--- config.mk ---
export PLATFORM = sky130hd
export DESIGN_NAME = alu_seq
export DESIGN_NICKNAME = d
export VERILOG_FILES = /design/src/rtl/alu_pkg.sv /design/src/rtl/alu_regfile.sv /design/src/rtl/alu_seq.sv
export SDC_FILE = /design/constraint.sdc
export NUM_CORES = 1
export LEC_CHECK = 0
export ABC_AREA = 1
export BUFFER_PORTS_ARGS = -buffer_cell sky130_fd_sc_hd__buf_2
export CORE_MARGIN = 2
export CORE_UTILIZATION = 56
export CTS_CLUSTER_DIAMETER = 100
export DETAILED_ROUTE_END_ITERATION = 8
export GPL_TIMING_DRIVEN = 0
export PLACE_DENSITY = 0.83
export SLEW_MARGIN = 25
export SYNTH_ARGS = -nofsm -noshare
export SYNTH_HDL_FRONTEND = slang
export SYNTH_SLANG_ARGS = --single-unit
--- constraint.sdc ---
create_clock -name clk -period 5.31 [get_ports clk]
set_input_delay 1.593 -clock clk [delete_from_list [all_inputs] [get_ports clk]]
set_output_delay 1.593 -clock clk [all_outputs]
set_load 0.02 [all_outputs]
--- src/rtl/alu_pkg.sv ---
// Shared definitions for the ALU sequencer: opcodes, instruction field positions, FSM states.
// Build option ALU_ILLEGAL_TRAP_EN (see alu_seq) uses is_illegal_op below.
package alu_pkg;

  localparam int DATA_W = 8;
  localparam int AW     = 3;

  localparam logic [3:0] OP_ADD  = 4'd0;
  localparam logic [3:0] OP_SUB  = 4'd1;
  localparam logic [3:0] OP_AND  = 4'd2;
  localparam logic [3:0] OP_OR   = 4'd3;
  localparam logic [3:0] OP_XOR  = 4'd4;
  localparam logic [3:0] OP_NOT  = 4'd5;
  localparam logic [3:0] OP_SHR  = 4'd6;
  localparam logic [3:0] OP_SHL  = 4'd7;
  localparam logic [3:0] OP_PASX = 4'd8;
  localparam logic [3:0] OP_PASY = 4'd9;
  localparam logic [3:0] OP_LT   = 4'd10;
  localparam logic [3:0] OP_GT   = 4'd11;
  localparam logic [3:0] OP_EQ   = 4'd12;

  localparam int OP_HI = 15;
  localparam int OP_LO = 12;
  localparam int RD_LO = 9;
  localparam int RS_LO = 6;
  localparam int RT_LO = 3;

  typedef enum logic [1:0] {
    IDLE = 2'd0,
    READ = 2'd1,
    EXEC = 2'd2,
    WB   = 2'd3
  } state_e;

  function automatic logic is_illegal_op(input logic [3:0] op);
    return (op > OP_EQ);
  endfunction

endpackage

--- src/rtl/alu_regfile.sv ---
// 8x8 register file: one synchronous write port, two operand read ports and a readback port.
// Synchronous active-low clear of every entry.
module alu_regfile
  import alu_pkg::*;
#(
  parameter int DATA_W = 8,
  parameter int AW     = 3
) (
  input  logic              clk,
  input  logic              rst_n,
  input  logic              we,
  input  logic [AW-1:0]     waddr,
  input  logic [DATA_W-1:0] wdata,
  input  logic [AW-1:0]     ra_x,
  input  logic [AW-1:0]     ra_y,
  input  logic [AW-1:0]     ra_rb,
  output logic [DATA_W-1:0] rd_x,
  output logic [DATA_W-1:0] rd_y,
  output logic [DATA_W-1:0] rd_rb
);

  logic [DATA_W-1:0] mem_q [2**AW];

  always_ff @(posedge clk) begin
    if (!rst_n) begin
      for (int i = 0; i < 2**AW; i++) mem_q[i] <= '0;
    end else if (we) begin
      mem_q[waddr] <= wdata;
    end
  end

  assign rd_x  = mem_q[ra_x];
  assign rd_y  = mem_q[ra_y];
  assign rd_rb = mem_q[ra_rb];

endmodule

--- src/rtl/alu_seq.sv ---
// Sequencer driving an external combinational ALU: IDLE -> READ -> EXEC -> WB per instruction.
// Define ALU_ILLEGAL_TRAP_EN to trap opcodes 13..15 (IDLE -> WB, err pulse, no writeback).
//
// state | meaning
// IDLE  | accept preload or instruction
// READ  | register ctrl/x/y to the ALU
// EXEC  | ALU settles; capture out/carry
// WB    | write rd, pulse done (and err on trap)
module alu_seq
  import alu_pkg::*;
#(
  parameter int DATA_W = 8,
  parameter int AW     = 3
) (
  input  logic              clk,
  input  logic              rst_n,
  input  logic              in_valid,
  output logic              in_ready,
  input  logic [15:0]       instr,
  input  logic              ld_en,
  input  logic [AW-1:0]     ld_addr,
  input  logic [DATA_W-1:0] ld_data,
  input  logic [AW-1:0]     rb_addr,
  output logic [DATA_W-1:0] rb_data,
  output logic [3:0]        alu_ctrl,
  output logic [DATA_W-1:0] alu_x,
  output logic [DATA_W-1:0] alu_y,
  input  logic [DATA_W-1:0] alu_out,
  input  logic              alu_carry,
  output logic              done,
  output logic [DATA_W-1:0] res,
  output logic              flag_c,
  output logic              err
);

  state_e state_q, state_d;

  logic [3:0]        op_q;
  logic [AW-1:0]     rd_q, rs_q, rt_q;
  logic              trap_q;
  logic [3:0]        alu_ctrl_q;
  logic [DATA_W-1:0] alu_x_q, alu_y_q, res_q;
  logic              flag_c_q;

  logic              accept;
  logic              illegal_acc;
  logic              rf_we;
  logic [AW-1:0]     rf_waddr;
  logic [DATA_W-1:0] rf_wdata, rf_x, rf_y;
  logic              unused_instr;

  assign unused_instr = ^instr[2:0];

`ifdef ALU_ILLEGAL_TRAP_EN
  assign illegal_acc = is_illegal_op(instr[OP_HI:OP_LO]);
  assign err         = (state_q == WB) && trap_q;
`else
  assign illegal_acc = 1'b0;
  assign err         = 1'b0;
`endif

  assign in_ready = (state_q == IDLE) && !ld_en;
  assign accept   = in_valid && in_ready;
  assign done     = (state_q == WB);

  // Preload and writeback never coincide: preload is IDLE-only, writeback is WB-only.
  assign rf_we    = ((state_q == IDLE) && ld_en) || ((state_q == WB) && !trap_q);
  assign rf_waddr = (state_q == IDLE) ? ld_addr : rd_q;
  assign rf_wdata = (state_q == IDLE) ? ld_data : res_q;

  alu_regfile #(.DATA_W(DATA_W), .AW(AW)) u_rf (
    .clk   (clk),
    .rst_n (rst_n),
    .we    (rf_we),
    .waddr (rf_waddr),
    .wdata (rf_wdata),
    .ra_x  (rs_q),
    .ra_y  (rt_q),
    .ra_rb (rb_addr),
    .rd_x  (rf_x),
    .rd_y  (rf_y),
    .rd_rb (rb_data)
  );

  always_comb begin
    state_d = state_q;
    case (state_q)
      IDLE: if (accept) state_d = illegal_acc ? WB : READ;
      READ: state_d = EXEC;
      EXEC: state_d = WB;
      WB:   state_d = IDLE;
      default: state_d = IDLE;
    endcase
  end

  always_ff @(posedge clk) begin
    if (!rst_n) begin
      state_q    <= IDLE;
      op_q       <= '0;
      rd_q       <= '0;
      rs_q       <= '0;
      rt_q       <= '0;
      trap_q     <= 1'b0;
      alu_ctrl_q <= '0;
      alu_x_q    <= '0;
      alu_y_q    <= '0;
      res_q      <= '0;
      flag_c_q   <= 1'b0;
    end else begin
      state_q <= state_d;
      if (state_q == IDLE && accept) begin
        op_q   <= instr[OP_HI:OP_LO];
        rd_q   <= instr[RD_LO +: AW];
        rs_q   <= instr[RS_LO +: AW];
        rt_q   <= instr[RT_LO +: AW];
        trap_q <= illegal_acc;
      end
      if (state_q == READ) begin
        alu_ctrl_q <= op_q;
        alu_x_q    <= rf_x;
        alu_y_q    <= rf_y;
      end
      // Result is captured straight into res so it is valid while done is high.
      if (state_q == EXEC) begin
        res_q    <= alu_out;
        flag_c_q <= alu_carry;
      end
    end
  end

  assign alu_ctrl = alu_ctrl_q;
  assign alu_x    = alu_x_q;
  assign alu_y    = alu_y_q;
  assign res      = res_q;
  assign flag_c   = flag_c_q;

endmodule
# Word level (Yosys, flattened, before mapping)
# Memories as Yosys holds them, arrays and structs flattened. A register that Yosys moved wholly into a read port is not among the register bits.
# Cells that the tools add are included.
# word_totals
n_memories	1
input_bits	43
reg_bits	28
mem_bits_rw	64
elab_cells	34
# op_classes
n_mux	11
eq_ne	4
n_reduce_logical	10
# mem_list
memory	depth	width	rd	rd_clocked_by_memory_dff	write_ports	line_no	rtl
u_rf.mem_q	8	8	3	2	8	alu_regfile.sv:22	logic [DATA_W-1:0] mem_q [2**AW];
# op_table
operator	n
8-bit 2-to-1 mux	2
2-bit one-hot mux with 4 select lines	1
8-bit OR reduction	1
3-bit 2-to-1 mux	2
1-bit 2-to-1 mux	5
2-bit equality test (second input constant)	2
1-bit logical AND	4
1-bit logical NOT	3
2-bit by 1-bit equality test with 1-bit output (second input constant)	1
2-bit logical NOT	1
2-bit 2-to-1 mux	1
2-bit inequality test (second input constant)	1
1-bit logical OR	1

# Depth between registers and ports, before layout
# logic_depth
word_depth	8
depth_mapped	9
mapped_depth_nobuf	9

# By module
# Synthesis repeated with hierarchy kept, for this count alone.
# unflattened
hier_cells	938
hier_area_um2	6342.3
# modules_own_cells
module	seq_area_each_um2	cells_each	area_each_um2	instances
alu_regfile	1921.8	678	4515.6	1
alu_seq	880.8	260	1826.8	1

# Worst setup path after synthesis
# No wires, ideal clock.
# synth_timing
path_type	input to output
from	input rb_addr[1]
to	output rb_data[6]
setup_slack_ps	1242
stages	7
arrival_ps	2475
required_ps	3717
cell_sequence	buf_2 -> inv_1 -> buf_2 -> a21oi_1 -> o21ai_0 -> nand2_1 -> o21a_1
# synth_between
elab_chain_len	1
# synth_lines
element	line_no	rtl
from (decl)	alu_seq.sv:23	input logic [AW-1:0] rb_addr,
memory 8 x 8 bit	n/a	
to (decl)	alu_seq.sv:24	output logic [DATA_W-1:0] rb_data,
# Every way passes these cells.

# Worst setup path after layout
# layout_timing
from	input rb_addr[0]
to	output rb_data[7]
# The elaborated chain is that of the path after synthesis.

==> flow_metrics.tcl <==
set metrics [dict create \
    amount_of_wire_on_met3_after_detailed_routing_um 1780 \
    globalRouteTotalUtil_pct 32.9 \
    combinationalPowerShare_pct 41.3 \
    grt_antenna_before_repair 0 \
    final-max-slew-violation-count 0 \
    finish.net_count 917 \
    skew_ns 0.0164 \
    uppermost_signal_routing_layer_after_detailed_routing "met4" \
    viasPerCell 5.71 \
    sw_frac_of_total_pct 43.0 \
    antenna_cells_inserted 0 \
    cts_max_path_buffers 2 \
    seq_area_um2 2800 \
    crit_fanout 10 \
    fin_crit_sh_pct 85.0 \
    synth_common_cells "sky130_fd_sc_hd__nand2_1, sky130_fd_sc_hd__nand3_1, sky130_fd_sc_hd__nor2_1" \
    synth_cells 781 \
    intPower_mw 1.61 \
    port_buffers 77 \
    detail_route.wirelength_um 18200 \
    final_replace_weighted_congestion 0.960 \
    clock_latency_on_the_worst_skew_pair_ns 0.39 \
    seq_area_frac_synth_pct 48.1 \
    post_cts_resized 0 \
    dominant_cell_by_count_in_the_synthesized_netlist "sky130_fd_sc_hd__nand2_1" \
    detailed_place_hpwl_um 13700 \
    area_growth_pct 13.1 \
    initial_core_util_pct 57.0 \
    yosys_warning_count 0 \
    die_boundary_height_um 106 \
    grt_setup_unrepaired "false" \
    synthDominantAreaCellType "sky130_fd_sc_hd__edfxtp_1" \
    synth.net_count 829 \
    root_buffer_cell "sky130_fd_sc_hd__clkbuf_8" \
    power.sequential.fraction_pct 39.7 \
    critical_path_class "primary input to output pin" \
    via_count_of_the_first_global_routing_pass 5143 \
    synth-seq-cells 108 \
    cts_inserted_buffers 9 \
    total_leakage_power_nw 3.01 \
    yosys.cell_types.count 24 \
    routed-via-count 5763 \
    worst_slew_margin_rel_pct 28.9 \
    grt_overflow_total 0 \
    cts_max_level 3 \
    peak_freq_ghz 0.222 \
    synth_edf_count 64 \
    cts_tree "built" \
    cts_post_setup_buffers_inserted 0 \
    timing_worst_slew_pin_value_ns 1.04 \
    irDropWorstVdd_uv 284 \
    postCtsHoldBufs 0 \
    fillers 994 \
    run_status "finished, final reports clean" \
    core_area_um2 10200 \
    grt_max_degree 20 \
    drt-initial-drc-count 804 \
    timing.max_cap.violations 0 \
    leading_cell_types_by_total_area_after_synthesis "sky130_fd_sc_hd__edfxtp_1, sky130_fd_sc_hd__dfxtp_1, sky130_fd_sc_hd__nand2_1" \
    first_pass_iters 6 \
    critical_path.startpoint_type "primary input" \
    fin_setup_tns_ns 0 \
    routedWlPerCell_um 18.0 \
    antenna_violating_nets_remaining 0 \
    rows 37 \
    synth.avg_cell_area_um2 7.46 \
    io_pins 83 \
    clkSlewWorstSetupHoldPaths_ns 0.10 \
    multi_input_area_um2 2500 \
    power.switching_mw 1.22 \
    fp.dieArea_um2 11200 \
    syn_area_um2 5830 \
    route.detailed.drc 0 \
    timing.critical_path.to_type "output pin" \
    synthArstFlopShare_pct 0 \
    grt_pass1_wl_um 28100 \
    die_x_um 106 \
    drive_gt1_share_pct 13.2 \
    final-hold-violation-count 0 \
    postLayoutCoreUtil_pct 64.4 \
    min_period_ns 4.51 \
    numClockSinks 108 \
    required_time_at_the_worst_slack_endpoint_ns 3.72 \
    portion_of_synthesized_cell_area_occupied_by_the_leading_cell_type_pct 33.0 \
    final-setup-viol-count 0 \
    worst_ep_arrival_time_ns 2.92 \
    power.density_nw_per_um2 429 \
    m1WireLength_um 7470 \
    pwr-share-clk_pct 19.0 \
    dr_wl_met2_um 8270 \
    min-delay-path-class "flop to flop" \
    ys.flop_type "sky130_fd_sc_hd__edfxtp_1" \
]
layout by cell type (no fill, tap or decap), types with 3 or more instances in the layout:
cell,count
sky130_fd_sc_hd__o21ai_0,78
sky130_fd_sc_hd__a21oi_1,66
sky130_fd_sc_hd__nor2_1,88
sky130_fd_sc_hd__ha_1,5
sky130_fd_sc_hd__buf_2,85
sky130_fd_sc_hd__clkbuf_1,33
sky130_fd_sc_hd__clkinv_1,6
sky130_fd_sc_hd__nand2_2,8
sky130_fd_sc_hd__nand2_1,167
sky130_fd_sc_hd__o21a_1,8
sky130_fd_sc_hd__clkbuf_8,9
sky130_fd_sc_hd__buf_1,3
sky130_fd_sc_hd__edfxtp_1,64
sky130_fd_sc_hd__nand3_1,106
sky130_fd_sc_hd__inv_6,5
sky130_fd_sc_hd__dfxtp_1,44
sky130_fd_sc_hd__inv_1,82
sky130_fd_sc_hd__mux2i_1,7
state kept, by name (all words and copies together), names as in the netlist:
signal	cells
rs_q	3
flag_c	1
state_q	2
res	8
rd_q	3
rt_q	3
alu_y	8
u_rf.mem_q	64
op_q	4
alu_ctrl	4
alu_x	8
worst max-delay path: stages:
cell                       delay, ns
sky130_fd_sc_hd__buf_2          0.15
sky130_fd_sc_hd__inv_1          0.12
sky130_fd_sc_hd__clkbuf_1       0.35
sky130_fd_sc_hd__a21oi_1        0.11
sky130_fd_sc_hd__o21ai_0        0.17
sky130_fd_sc_hd__nand3_1        0.13
sky130_fd_sc_hd__o21a_1         0.14
sky130_fd_sc_hd__buf_2          0.16
cell families after synthesis:
family | synth area share, %
AOI/OAI and AO/OA | 13.8
other | 0.0643
DFF | 48.1
and+or+nand+nor | 26.6
muxes | 1.37
buffers and inverters | 9.00
adders and majority gates | 1.07
routing by layer:
layer | track usage, % | vias up
li1 | - | 2735
met1 | 45.3 | 2611
met2 | 52.9 | 363
met3 | 5.58 | 54
met4 | 11.4 | 0
met5 | 0 | -
power groups by stage:
stage               registers [mW]  logic, mW  clock network (mW)
floorplan                     1.23      0.673                   0
global placement              1.13       1.13                   0
detailed placement            1.14       1.14                   0
CTS                           1.12       1.15               0.538
global route                  1.13       1.28               0.566
finish                        1.12       1.17               0.537
layout make-up:
class	count	area share [%]
Sequential cell	108	42.5
Multi-Input combinational cell	539	38.0
Timing Repair Buffer	77	5.85
Inverter	88	5.01
Buffer	46	2.94
Tap cell	136	2.58
Clock buffer	9	1.88
Clock inverter	7	1.18
metrics by stage:
step / setup slack (ns) / power [mW] / instance area (um^2) / instances / hold slack, ns
after floorplan: 1.24 / 1.90 / 5830 / 781 / 0.424
after global placement: 0.839 / 2.26 / 6380 / 994 / 0.441
after detailed placement: 0.846 / 2.27 / 6380 / 994 / 0.447
after CTS: 0.842 / 2.81 / 6590 / 1010 / 0.462
after global routing: 0.689 / 2.98 / 6590 / 1010 / 0.484
final: 0.797 / 2.83 / 6590 / 1010 / 0.463
path summary, 6_finish.rpt:
| check | startpoint | endpoint | slack, ns | cells past startpoint |
|---|---|---|---|---|
| worst min-delay path | op_q[3]$_SDFFE_PN0P_ | alu_ctrl[3]$_SDFFE_PN0N_ | 0.46 | 2 |
| worst min register to register | op_q[3]$_SDFFE_PN0P_ | alu_ctrl[3]$_SDFFE_PN0N_ | 0.46 | 2 |
| worst max-delay path | rb_addr[0] | rb_data[7] | 0.80 | 8 |
| worst max register to register | state_q[0]$_SDFFE_PN0P_ | u_rf.mem_q[5][3]$_SDFFCE_PN0P_ | 2.96 | 8 |
(Power assumes the default switching activity.)
